[config.mk]
export PLATFORM = sky130hd
export DESIGN_NAME = lbc_byte_encoder
export DESIGN_NICKNAME = d
export VERILOG_FILES = /design/src/rtl/lbc_pkg.sv /design/src/rtl/lbc_parity_gen.sv /design/src/rtl/lbc_byte_encoder.sv
export SDC_FILE = /design/constraint.sdc
export NUM_CORES = 1
export LEC_CHECK = 0
export ABC_AREA = 1
export CORE_MARGIN = 8
export CORE_UTILIZATION = 40
export CTS_BUF_LIST = sky130_fd_sc_hd__clkbuf_8 sky130_fd_sc_hd__clkbuf_16
export DETAILED_ROUTE_END_ITERATION = 12
export PLACE_DENSITY = 0.87
export SLEW_MARGIN = 5
export SYNTH_ARGS = -nofsm -noshare
export SYNTH_HDL_FRONTEND = slang
export SYNTH_HIERARCHICAL = 1
export SYNTH_SLANG_ARGS = --single-unit
export TNS_END_PERCENT = 5
[constraint.sdc]
create_clock -name clk -period 1.14 [get_ports clk]
set_input_delay 0.114 -clock clk [delete_from_list [all_inputs] [get_ports clk]]
set_output_delay 0.114 -clock clk [all_outputs]
set_load 0.1 [all_outputs]
[src/rtl/lbc_pkg.sv]
// lbc_pkg: shared widths, parity masks and codeword type for the (14,8) byte encoder
package lbc_pkg;
    localparam int DATA_W = 8;
    localparam int PAR_W  = 6;
    localparam int DEPTH  = 4;
    localparam logic [DATA_W-1:0] P_MASK [PAR_W] = '{8'h5B, 8'h6D, 8'h8E, 8'hF0, 8'hFF, 8'hAA};
    typedef logic [PAR_W+DATA_W-1:0] codeword_t;
endpackage

[src/rtl/lbc_parity_gen.sv]
// lbc_parity_gen: combinational parity word; i_data data byte in, o_par 6-bit parity out
module lbc_parity_gen
    import lbc_pkg::*;
(
    input  logic [DATA_W-1:0] i_data,
    output logic [PAR_W-1:0]  o_par
);
    for (genvar k = 0; k < PAR_W; k++) begin : g_par
        assign o_par[k] = ^(i_data & P_MASK[k]);
    end
endmodule

[src/rtl/lbc_byte_encoder.sv]
// lbc_byte_encoder: (14,8) systematic encoder with 4-deep byte delay line and clk/4 frame clock
// Ports: clk, rst_n (async low); Din (low byte encoded); Qout1..Qout4 delay line taps; C parity of Qout1; clk_test frame clock
module lbc_byte_encoder
    import lbc_pkg::*;
(
    input  logic               clk,
    input  logic               rst_n,
    input  logic [31:0]        Din,
    output logic [DATA_W-1:0]  Qout1,
    output logic [DATA_W-1:0]  Qout2,
    output logic [DATA_W-1:0]  Qout3,
    output logic [DATA_W-1:0]  Qout4,
    output logic               clk_test,
    output logic [PAR_W-1:0]   C
);
    logic [DATA_W-1:0] r_q [DEPTH];
    logic [PAR_W-1:0]  r_c;
    logic [PAR_W-1:0]  w_par;
    logic [1:0]        r_cnt;
    lbc_parity_gen u_par (
        .i_data (Din[DATA_W-1:0]),
        .o_par  (w_par)
    );
    always_ff @(posedge clk or negedge rst_n) begin
        if (!rst_n) begin
            r_q   <= '{default: '0};
            r_c   <= '0;
            r_cnt <= '0;
        end else begin
            r_q[0] <= Din[DATA_W-1:0];
            for (int i = 1; i < DEPTH; i++) r_q[i] <= r_q[i-1];
            r_c   <= w_par;
            r_cnt <= r_cnt + 2'd1;
        end
    end
    // counter MSB is itself a flop, so the frame clock is glitch-free
    assign clk_test = r_cnt[1];
    assign Qout1    = r_q[0];
    assign Qout2    = r_q[1];
    assign Qout3    = r_q[2];
    assign Qout4    = r_q[3];
    assign C        = r_c;
endmodule

==> impl_results.md <==
* Status: complete, no violations
* GR Overflow Total at 0
* Avg Synthesized Cell Area at ~12 µm²
* Detailed-route wire length per cell at around 17 µm
* Worst setup margin at 85.3 ps
* Io pins at between 70 and 80
* Total track usage at 0.141
* Hold crit path type: in2reg
* Pwr dens at about 1600 mW/mm²
* Clock Tree Buf Depth at 2
* Sequential share of power at 0.410
* Slew HR at 0.826
* DRC violations left at 0
* #FFs+latches synth at 40
* Max-slew violations at 0
* Worst Path Arrival at roughly 1200 ps
* Die span in x at approximately 73 µm
* Cells after synthesis at 107
* Core ar. at about 0.0031 mm²
* Die Span Y at 73.3 µm
* Initial detailed-routing violation count at 70
* Setup crit end kind: flip-flop
* CP required at 1320 ps
* First-pass GRT wire length at ~5500 µm
* Count of different cell masters after synthesis at 9
* Minimum clock period at roughly 1100 ps
* Final setup vio count at 0
* RSZ-0062 raised after global routing: false
* Vias in the first global route at about 1000
* Clock Power Share at 0.251
* Num CTS Buffers at 5
* Number of fill cells at between 100 and 150
* Core Util, Final at 0.785
* Share of the clock period used by the worst path at 0.925
* Fin. Hold Viols at 0
* Length in cells of the worst reg-to-reg path at 3
* Commonest non-fill, non-tap cells in the layout: 40 x nand2_1, 40 x buf_12, 39 x dfrtp_1
* Peak VDD IR at about 0.00088 V
* Area of the multi-input gates at around 260 µm²
* Dpl ws at -194 ps
* CP Max Fanout at 6
* Post-CTS setup buffers at 0
* RePlAce Congestion at about 0.70
* Nets at around 200
* Clock skew at between 1.5 and 2 ps
* Hold depth at 1
* Comb power frac at 0.339
* Int Pwr at between 2000 and 2500 µW
* Clk sink count at 40
* Max_cap viols at 0
* Seq/Total Area, Yosys at 0.763
* Mapped cell area at 0.00131 mm²
* Via count at 1003
* DRT Pass-1 Iters at 4
* Fmax at between 900 and 1000 MHz
* CP Launch Type: input pin
* Skew-Pair Late Insertion Delay at 290 ps
* Standard-cell row count at 20
* Routed WL at 3560 µm
* Clk root buf: clkbuf_8
* Die area at 0.00537 mm²
* CTS tree: done
* Number of antenna repair diodes at 0
* Net Count, Synth at around 140
* Vias/cell at ~4.7
* Initial antenna violation count at 0
* Register area at ~0.001 mm²
* Lkg Pwr at roughly 0.0012 µW
* Initial Utilization at 0.426
* Clock transition at path regs at around 70 ps
* H-tree depth at 2
* Layout cell share with drive strength beyond 1 at 0.398
* Sw frac at 0.363
* P&R area growth vs syn at 84.2%
* Crit Path Category: in2reg
* Buffers added on ports at 48
* Hpwl dp at between 2000 and 3000 µm
* Yosys warnings at 6
* Post-DRT Antenna Nets at 0
* Largest net degree at the start of global routing at 41
* Measured slew at the worst slew-check pin at around 260 ps
* Switching pwr at between 1000 and 1500 µW
per-layer routing:
metal  GRT usage  vias up  share of wire
li1            -      442              -
met1       0.163      482           0.38
met4      0.0600        0          0.018
met5           0        -              0
met3      0.0626        8           0.10
met2       0.220       71           0.50
final timing paths:
path / from / endpoint / slack (ps)
setup / recovery: Din[6] / C[4] / 90
min in group asynchronous: rst_n / Qout4[5] / 330
max in group asynchronous: rst_n / r_cnt[1] / 600
hold reg to reg: Qout2[3] / Qout3[3] / 430
hold / removal: Din[3] / Qout1[3] / 100
setup reg to reg: r_cnt[1] / r_cnt[1] / 440
cells by family (layout without fill, tap and decap cells):
family	count (synthesis)	after routing	synth area share
xor gates and xnor gates	7	7	0.0468
and+or+nand+nor	48	48	0.155
buffers and inverters	12	76	0.0353
DFF	40	40	0.763
state kept, by name, indices dropped and copies added, names as in the netlist:
signal,flops
C,6
Qout1,8
r_cnt,2
Qout3,8
Qout2,8
Qout4,8
cells in the mapped netlist, drive strengths merged:
| master | n | area share |
|---|---|---|
| clkinv | 1 | 0.0038 |
| dfrtp | 40 | 0.76 |
| inv | 11 | 0.031 |
| nand2 | 46 | 0.14 |
| nand3b | 2 | 0.011 |
| xnor2 | 3 | 0.020 |
| xor2 | 4 | 0.027 |
layout make-up:
cell class,count,area share
timing repair buffer,57,0.394
clock buffer,7,0.0399
multi-input combinational,55,0.109
sequential,40,0.415
tap,44,0.0228
inverter,12,0.0192
power groups by stage:
stage,clock network [µW],logic [µW],registers (µW)
floorplan,0,102,2250
global placement,0,1300,1620
detailed placement,0,1330,1630
CTS,1010,1330,1610
global route,1080,1370,1610
finish,984,1330,1610
per-stage QoR:
stage / total power [µW] / cells / setup TNS [ps] / hold slack, ps / instance area (µm²)
5_1_grt: 4060 / 215 / 0 / 82.6 / 2410
3_3_place_gp: 2920 / 207 / -427 / 91.5 / 2310
4_1_cts: 3960 / 215 / 0 / 330 / 2410
6_report: 3920 / 215 / 0 / 95.3 / 2410
3_5_place_dp: 2960 / 207 / -776 / 99.8 / 2310
2_1_floorplan: 2350 / 107 / 0 / -182 / 1310
worst max-delay path, stage by stage:
cell and delay (ps):
clkdlybuf4s50_1 610, inv_1 90, nand2_1 80, nand2_1 60
nand2_1 70, nand2_2 80, nand2_1 70, nand2_1 60
what timing repair did:
action                                  in CTS  in global routing
hold buffers                                 1                  0
resized for setup                            0                  1
endpoints found under the hold margin       40                  0
endpoints found under the setup margin       0                  1
(Power assumes the default switching activity.)
==> edit 1 (same settings) <==
Register the output `Qout3`, without a reset; this adds one clock of latency there. The other outputs are not delayed to match.
--- a/src/rtl/lbc_byte_encoder.sv
+++ b/src/rtl/lbc_byte_encoder.sv
@@ -39,3 +39,5 @@
     assign Qout2    = r_q[1];
-    assign Qout3    = r_q[2];
+    always_ff @(posedge clk) begin
+        Qout3 <= r_q[2];
+    end
     assign Qout4    = r_q[3];
Check against the original RTL: not equivalent (Yosys sat finds a counterexample within 4 cycles, from zero or initial values and one cycle with rst_n low).
==> edit 1 against the unedited design <==
Synthesized cell count up 30%; cell count is 7.9% higher; synthesized area grew 26%; clock skew is 2.7 ps higher; sequential cell count grew 8; worst hold slack gained 190 ps; routed wire length decreased by 15%; total power increased by 5.0%; worst setup slack better by 38 ps; count of clock-buffer cells in the layout down 2; design area grew 6.8%; critical path type is now register to output pin; highest routed layer unchanged.
==> edit 1: results (changes against the unedited design) <==
| Metric | Value |
|---|---|
| Outcome | `finished clean` |
| Number of global-route vias before repair | `1012 (-3.2%)` |
| Top FF cell, synth | `dfrtp_1` |
| Final Wtd Congestion | `0.755 (+8.5%)` |
| DR iter-0 viols | `58 (-17%)` |
| Crit-path max cell delay | `440 ps (-170 ps)` |
| Buffers added on ports | `48 (unchanged)` |
| Synth area leaders | `dfrtp_1 (61%), buf_4 (11%), dfxtp_1 (9.7%), nand2_1 (9.1%), nand2_2 (2.3%)` |
| First-pass GRT wire length | `4640 um (-16%)` |
| Post-synth top area share | `60.6% (-16 points)` |
| P_int | `0.00267 W (+6.8%)` |
| Worst hold path class | `input pin to async pin` |
| Nets | `215 (+4.9%)` |
| Clock power share | `21.9% (-3.2 points)` |
| Lkg Pwr | `1.26 nW (+5.8%)` |
| CTS max path bufs | `2 (unchanged)` |
| Layout cells sized above 1 | `37.4% (-2.4 points)` |
| Dpl cell area | `2490 sq um (+7.9%)` |
| Pre-antenna DRT Iters | `4 (unchanged)` |
| Routed wire length | `3020 um (-15%)` |
| Worst-path clk slew | `~80 ps` |
| Crit path launch | `r_cnt[1]$_DFF_PN0_` |
| Top cell types by occurrence after synthesis | `dfrtp_1 (40), nand2_1 (40), buf_4 (24)` |
| R2R Path Start | `r_cnt[1]$_DFF_PN0_` |
| Relative max-transition margin | `72.5% (-10 points)` |
| Delay-heaviest family, CP | `flip-flops` |
| Crit path max fanout | `3 (-3)` |
| DP HPWL | `2440 um (-11%)` |
| Vias/cell | `4.31 (-7.5%)` |
| Critical Path AT | `900 ps (-330 ps)` |
| Register area share after synthesis | `70.3% (-6.0 points)` |
| ANT cells | `0 (unchanged)` |
| Crit path max-delay cell type | `dfrtp_2` |
| Pin count of the biggest net entering global routing | `18 (-56%)` |
| FFs w/ async S/R, synth | `83.3% (-17 points)` |
| Worst clock skew | `4.28 ps (+2.70 ps)` |
| GRT Util Overall | `9.77% (-4.3 points)` |
| Syn_nets | `173 (+23%)` |
| Distinct cells, synth | `11 (+2)` |
| Fillers | `279 (+87%)` |
| Worst vdd ir | `738 uV (-16%)` |
==> edit 1: path summary, 6_finish.rpt <==
check                      slack, ps                  to  cells after the start
min in group clk                 340  Qout1[2]$_DFF_PN0_                      1
hold reg to reg                  370    Qout3[1]$_DFF_P_                      0
setup reg to reg                 480  r_cnt[1]$_DFF_PN0_                      2
hold / removal                   290  Qout2[3]$_DFF_PN0_                      2
setup / recovery                 120            clk_test                      1
max in group asynchronous        380  Qout4[7]$_DFF_PN0_                      3
==> edit 1: per-stage QoR <==
step / setup TNS (ps) / utilization [%] / std cells / setup WS [ps]
2_1_floorplan: 0 / - / 139 / 117
3_3_place_gp: -315 / 62.2 / 223 / -107
3_5_place_dp: -722 / 62.2 / 223 / -181
4_1_cts: 0 / 64.5 / 232 / 108
5_1_grt: 0 / 64.5 / 232 / 29.9
6_report: 0 / 64.5 / 232 / 123
==> edit 1: layout make-up <==
cell class / count / area (sq um) / area share [%]
clock buffer: 5 / 68.8 / 2.67
clock inverter: 3 / 11.3 / 0.437
inverter: 12 / 46.3 / 1.80
multi-input combinational: 55 / 264 / 10.2
sequential: 48 / 1160 / 45.1
tap: 50 / 62.6 / 2.43
timing repair buffer: 59 / 963 / 37.4
==> edit 1: logic make-up after synthesis <==
group | share of synthesized area [%]
DFF | 70.3
and+or+nand+nor | 12.3
buffers and inverters | 13.7
xor gates and xnor gates | 3.71
==> edit 1: power groups by stage <==
stage	logic, W	clock network, W	registers, W
2_1_floorplan	0.000498	0	0.00223
3_3_place_gp	0.00131	0	0.00192
3_5_place_dp	0.00133	0	0.00193
4_1_cts	0.00133	0.000945	0.00189
5_1_grt	0.00136	0.00101	0.00191
6_report	0.00132	0.000902	0.00189
==> edit 1: metal layers <==
metal,share of wire [%],up-vias,GRT usage [%]
met1,38,480,10.3
met3,9.1,5,3.46
li1,-,471,-
met4,2.4,0,6.00
met5,0,-,0
met2,51,45,16.3
==> edit 2 (config.mk and constraints unchanged) <==
Made on the original files. Reset style: synchronous (`rst_n`), changed in one clocked block. Comments in the files are not updated.
--- a/src/rtl/lbc_byte_encoder.sv
+++ b/src/rtl/lbc_byte_encoder.sv
@@ -23,3 +23,3 @@
     );
-    always_ff @(posedge clk or negedge rst_n) begin
+    always_ff @(posedge clk) begin
         if (!rst_n) begin
Behaviour: differs if rst_n is asserted again (counterexample within 4 cycles, from zero or initial values and one cycle with rst_n low); with rst_n held inactive, the same outputs for 10 cycles.
==> edit 2 against the unedited design <==
Largest cell class is now buffers; register-to-register slack better by 80 ps; worst setup slack better by 14 ps; combinational power is 24% lower; design area is 3.5% higher; routed wire length is 7.6% higher; sequential cell count stayed put; global-route usage is 0.52 points higher; synthesized area is 8.4% higher; highest routed layer unchanged; total power is 9.6% lower; clock skew is 2.4 ps higher; fmax is 1.3% higher; core utilization is 4.1 points lower; cell count is 37% higher.
==> edit 2: results (changes against the unedited design) <==
| Metric | Value |
|---|---|
| H-tree Lvls | `2 (unchanged)` |
| Layout cells sized above 1 | `24.2% (-16 points)` |
| DR iter-0 viols | `87 (+24%)` |
| Synth area leaders | `dfxtp_1 (56%), nand2_1 (22%), inv_1 (12%), xor2_1 (2.5%), xnor2_1 (1.8%)` |
| Worst-Skew Late Latency | `290 ps (about the same)` |
| Placed cells | `287 (+39%)` |
| Vias/cell | `4.26 (-8.7%)` |
| Worst Reg2Reg Path Length in Cells | `3 (unchanged)` |
| Reg2Reg Setup Slack | `520 ps (+80 ps)` |
| CTS max path bufs | `2 (unchanged)` |
| Worst clock skew | `3.96 ps (+2.39 ps)` |
| M1 GR Usage | `13.8% (-2.5 points)` |
| Nets | `282 (+38%)` |
| Pin count of the biggest net entering global routing | `21 (-49%)` |
| Synth warnings | `6 (unchanged)` |
| Hold Path End | `Qout1[0]$_SDFF_PN0_` |
| Hold path depth | `3 (+2)` |
| FFs w/ async S/R, synth | `0% (-100 points)` |
| Crit path max fanout | `6 (unchanged)` |
| Syn Inst Count | `190 (+78%)` |
| R2R Path Start | `r_cnt[1]$_SDFF_PN0_` |
| GRT Util Overall | `14.6% (+0.52 points)` |
| Number of global-route vias before repair | `1222 (+17%)` |
| Top FF cell, synth | `dfxtp_1` |
| Delay-heaviest family, CP | `buffers and inverters` |
| DP HPWL | `2910 um (+6.3%)` |
| Reg2reg end | `r_cnt[1]$_SDFF_PN0_` |
| Routed WL per cell | `13.0 um (-21%)` |
| Initial antenna violation count | `0 (unchanged)` |
| Final Wtd Congestion | `0.822 (+18%)` |
| Routed wire length | `3830 um (+7.6%)` |
| Top cell types by occurrence after synthesis | `nand2_1 (83), inv_1 (45), dfxtp_1 (40)` |
| Critical Path AT | `1240 ps` |
| Buffers added on ports | `48 (unchanged)` |
| Crit path max-delay cell type | `clkdlybuf4s50_1` |
| ANT cells | `0 (unchanged)` |
| Worst hold slack | `136 ps (+40.4 ps)` |
| Crit-path max cell delay | `590 ps (-20 ps)` |
| Worst-path clk slew | `70 ps (about the same)` |
| Met2 Use GR | `25.8% (+3.7 points)` |
| Worst hold path class | `input pin to register` |
| Worst Tran Pin Value | `275 ps (+15.1 ps)` |
| Worst vdd ir | `630 uV (-28%)` |
| Max-Cap Viols | `0 (unchanged)` |
| First-pass GRT wire length | `5870 um (+6.4%)` |
| Pre-antenna DRT Iters | `4 (unchanged)` |
| Post-CTS Repair Setup Buffers | `0 (unchanged)` |
| Number of buffers created by CTS | `5 (unchanged)` |
| Lkg Pwr | `1.43 nW (+20%)` |
| Register area share after synthesis | `56.3% (-20 points)` |
| Distinct cells, synth | `11 (+2)` |
| Root Buffer | `clkbuf_8` |
| Fillers | `216 (+45%)` |
| Met3 usage | `7.24% (+0.98 points)` |
| Syn_nets | `224 (+59%)` |
| Outcome | `finished clean` |
| Worst Hold Launch | `Din[0]` |
## edit 2: stage by stage
stage	total power (W)	setup slack [ps]	cell area, sq um
final	0.00354	98.9	2500
after global routing	0.00368	3.57	2500
after CTS	0.00357	65.7	2490
after detailed placement	0.00257	-227	2390
after global placement	0.00255	-193	2390
after floorplan	0.00216	-16.2	1420
## edit 2: metal layers
layer / share of wire, % / routed length (um)
met1: 38 / 1450
met2: 49 / 1890
met3: 11 / 417
met4: 2.0 / 76
met5: 0 / 0
## edit 2: worst reg2reg max path, delay by kind of cell (launching register included)
kind          cells  cell delay (ps)
flops             1              370
simple gates      3              150
## edit 2: cells by family (layout without fill, tap and decap cells)
kind of cell	count (synthesis)	after routing	share of synthesized area (%)
and+or+nand+nor	91	91	25.1
buffers and inverters	52	110	14.3
DFF	40	40	56.3
xor gates and xnor gates	7	7	4.31
## edit 2: area by class of cell
| class | instances | area share [%] |
|---|---|---|
| inverter | 48 | 7.21 |
| multi-input combinational | 98 | 16.7 |
| sequential | 40 | 32.1 |
| clock buffer | 7 | 3.85 |
| timing repair buffer | 55 | 37.8 |
| tap | 46 | 2.30 |
## edit 2: what timing repair did
action                                 4_1_cts  5_1_grt
endpoints found under the hold margin        0        0
resized for setup                            0        4
setup endpoints to repair                    0        3
## edit 2: how the worst max path moves through the flow
| stage | to | from | depth (start not counted) |
|---|---|---|---|
| floorplan | Qout2[0]$_SDFF_PN0_ | Qout1[0]$_SDFF_PN0_ | 2 |
| global placement | C[4]$_SDFF_PN0_ | Din[6] | 10 |
| detailed placement | C[0]$_SDFF_PN0_ | Din[1] | 10 |
| CTS | C[0]$_SDFF_PN0_ | Din[1] | 10 |
| global route | C[4]$_SDFF_PN0_ | Din[5] | 10 |
| finish | C[4]$_SDFF_PN0_ | Din[7] | 10 |
## edit 2: report_power, final
group | internal (W) | total, W | leakage, nW | switching, W
Sequential | 0.00147 | 0.00153 | 0.329 | 0.0000656
Combinational | 0.000356 | 0.00101 | 1.05 | 0.000652
Clock | 0.000538 | 0.00100 | 0.0503 | 0.000462
Total | 0.00236 | 0.00354 | 1.43 | 0.00118
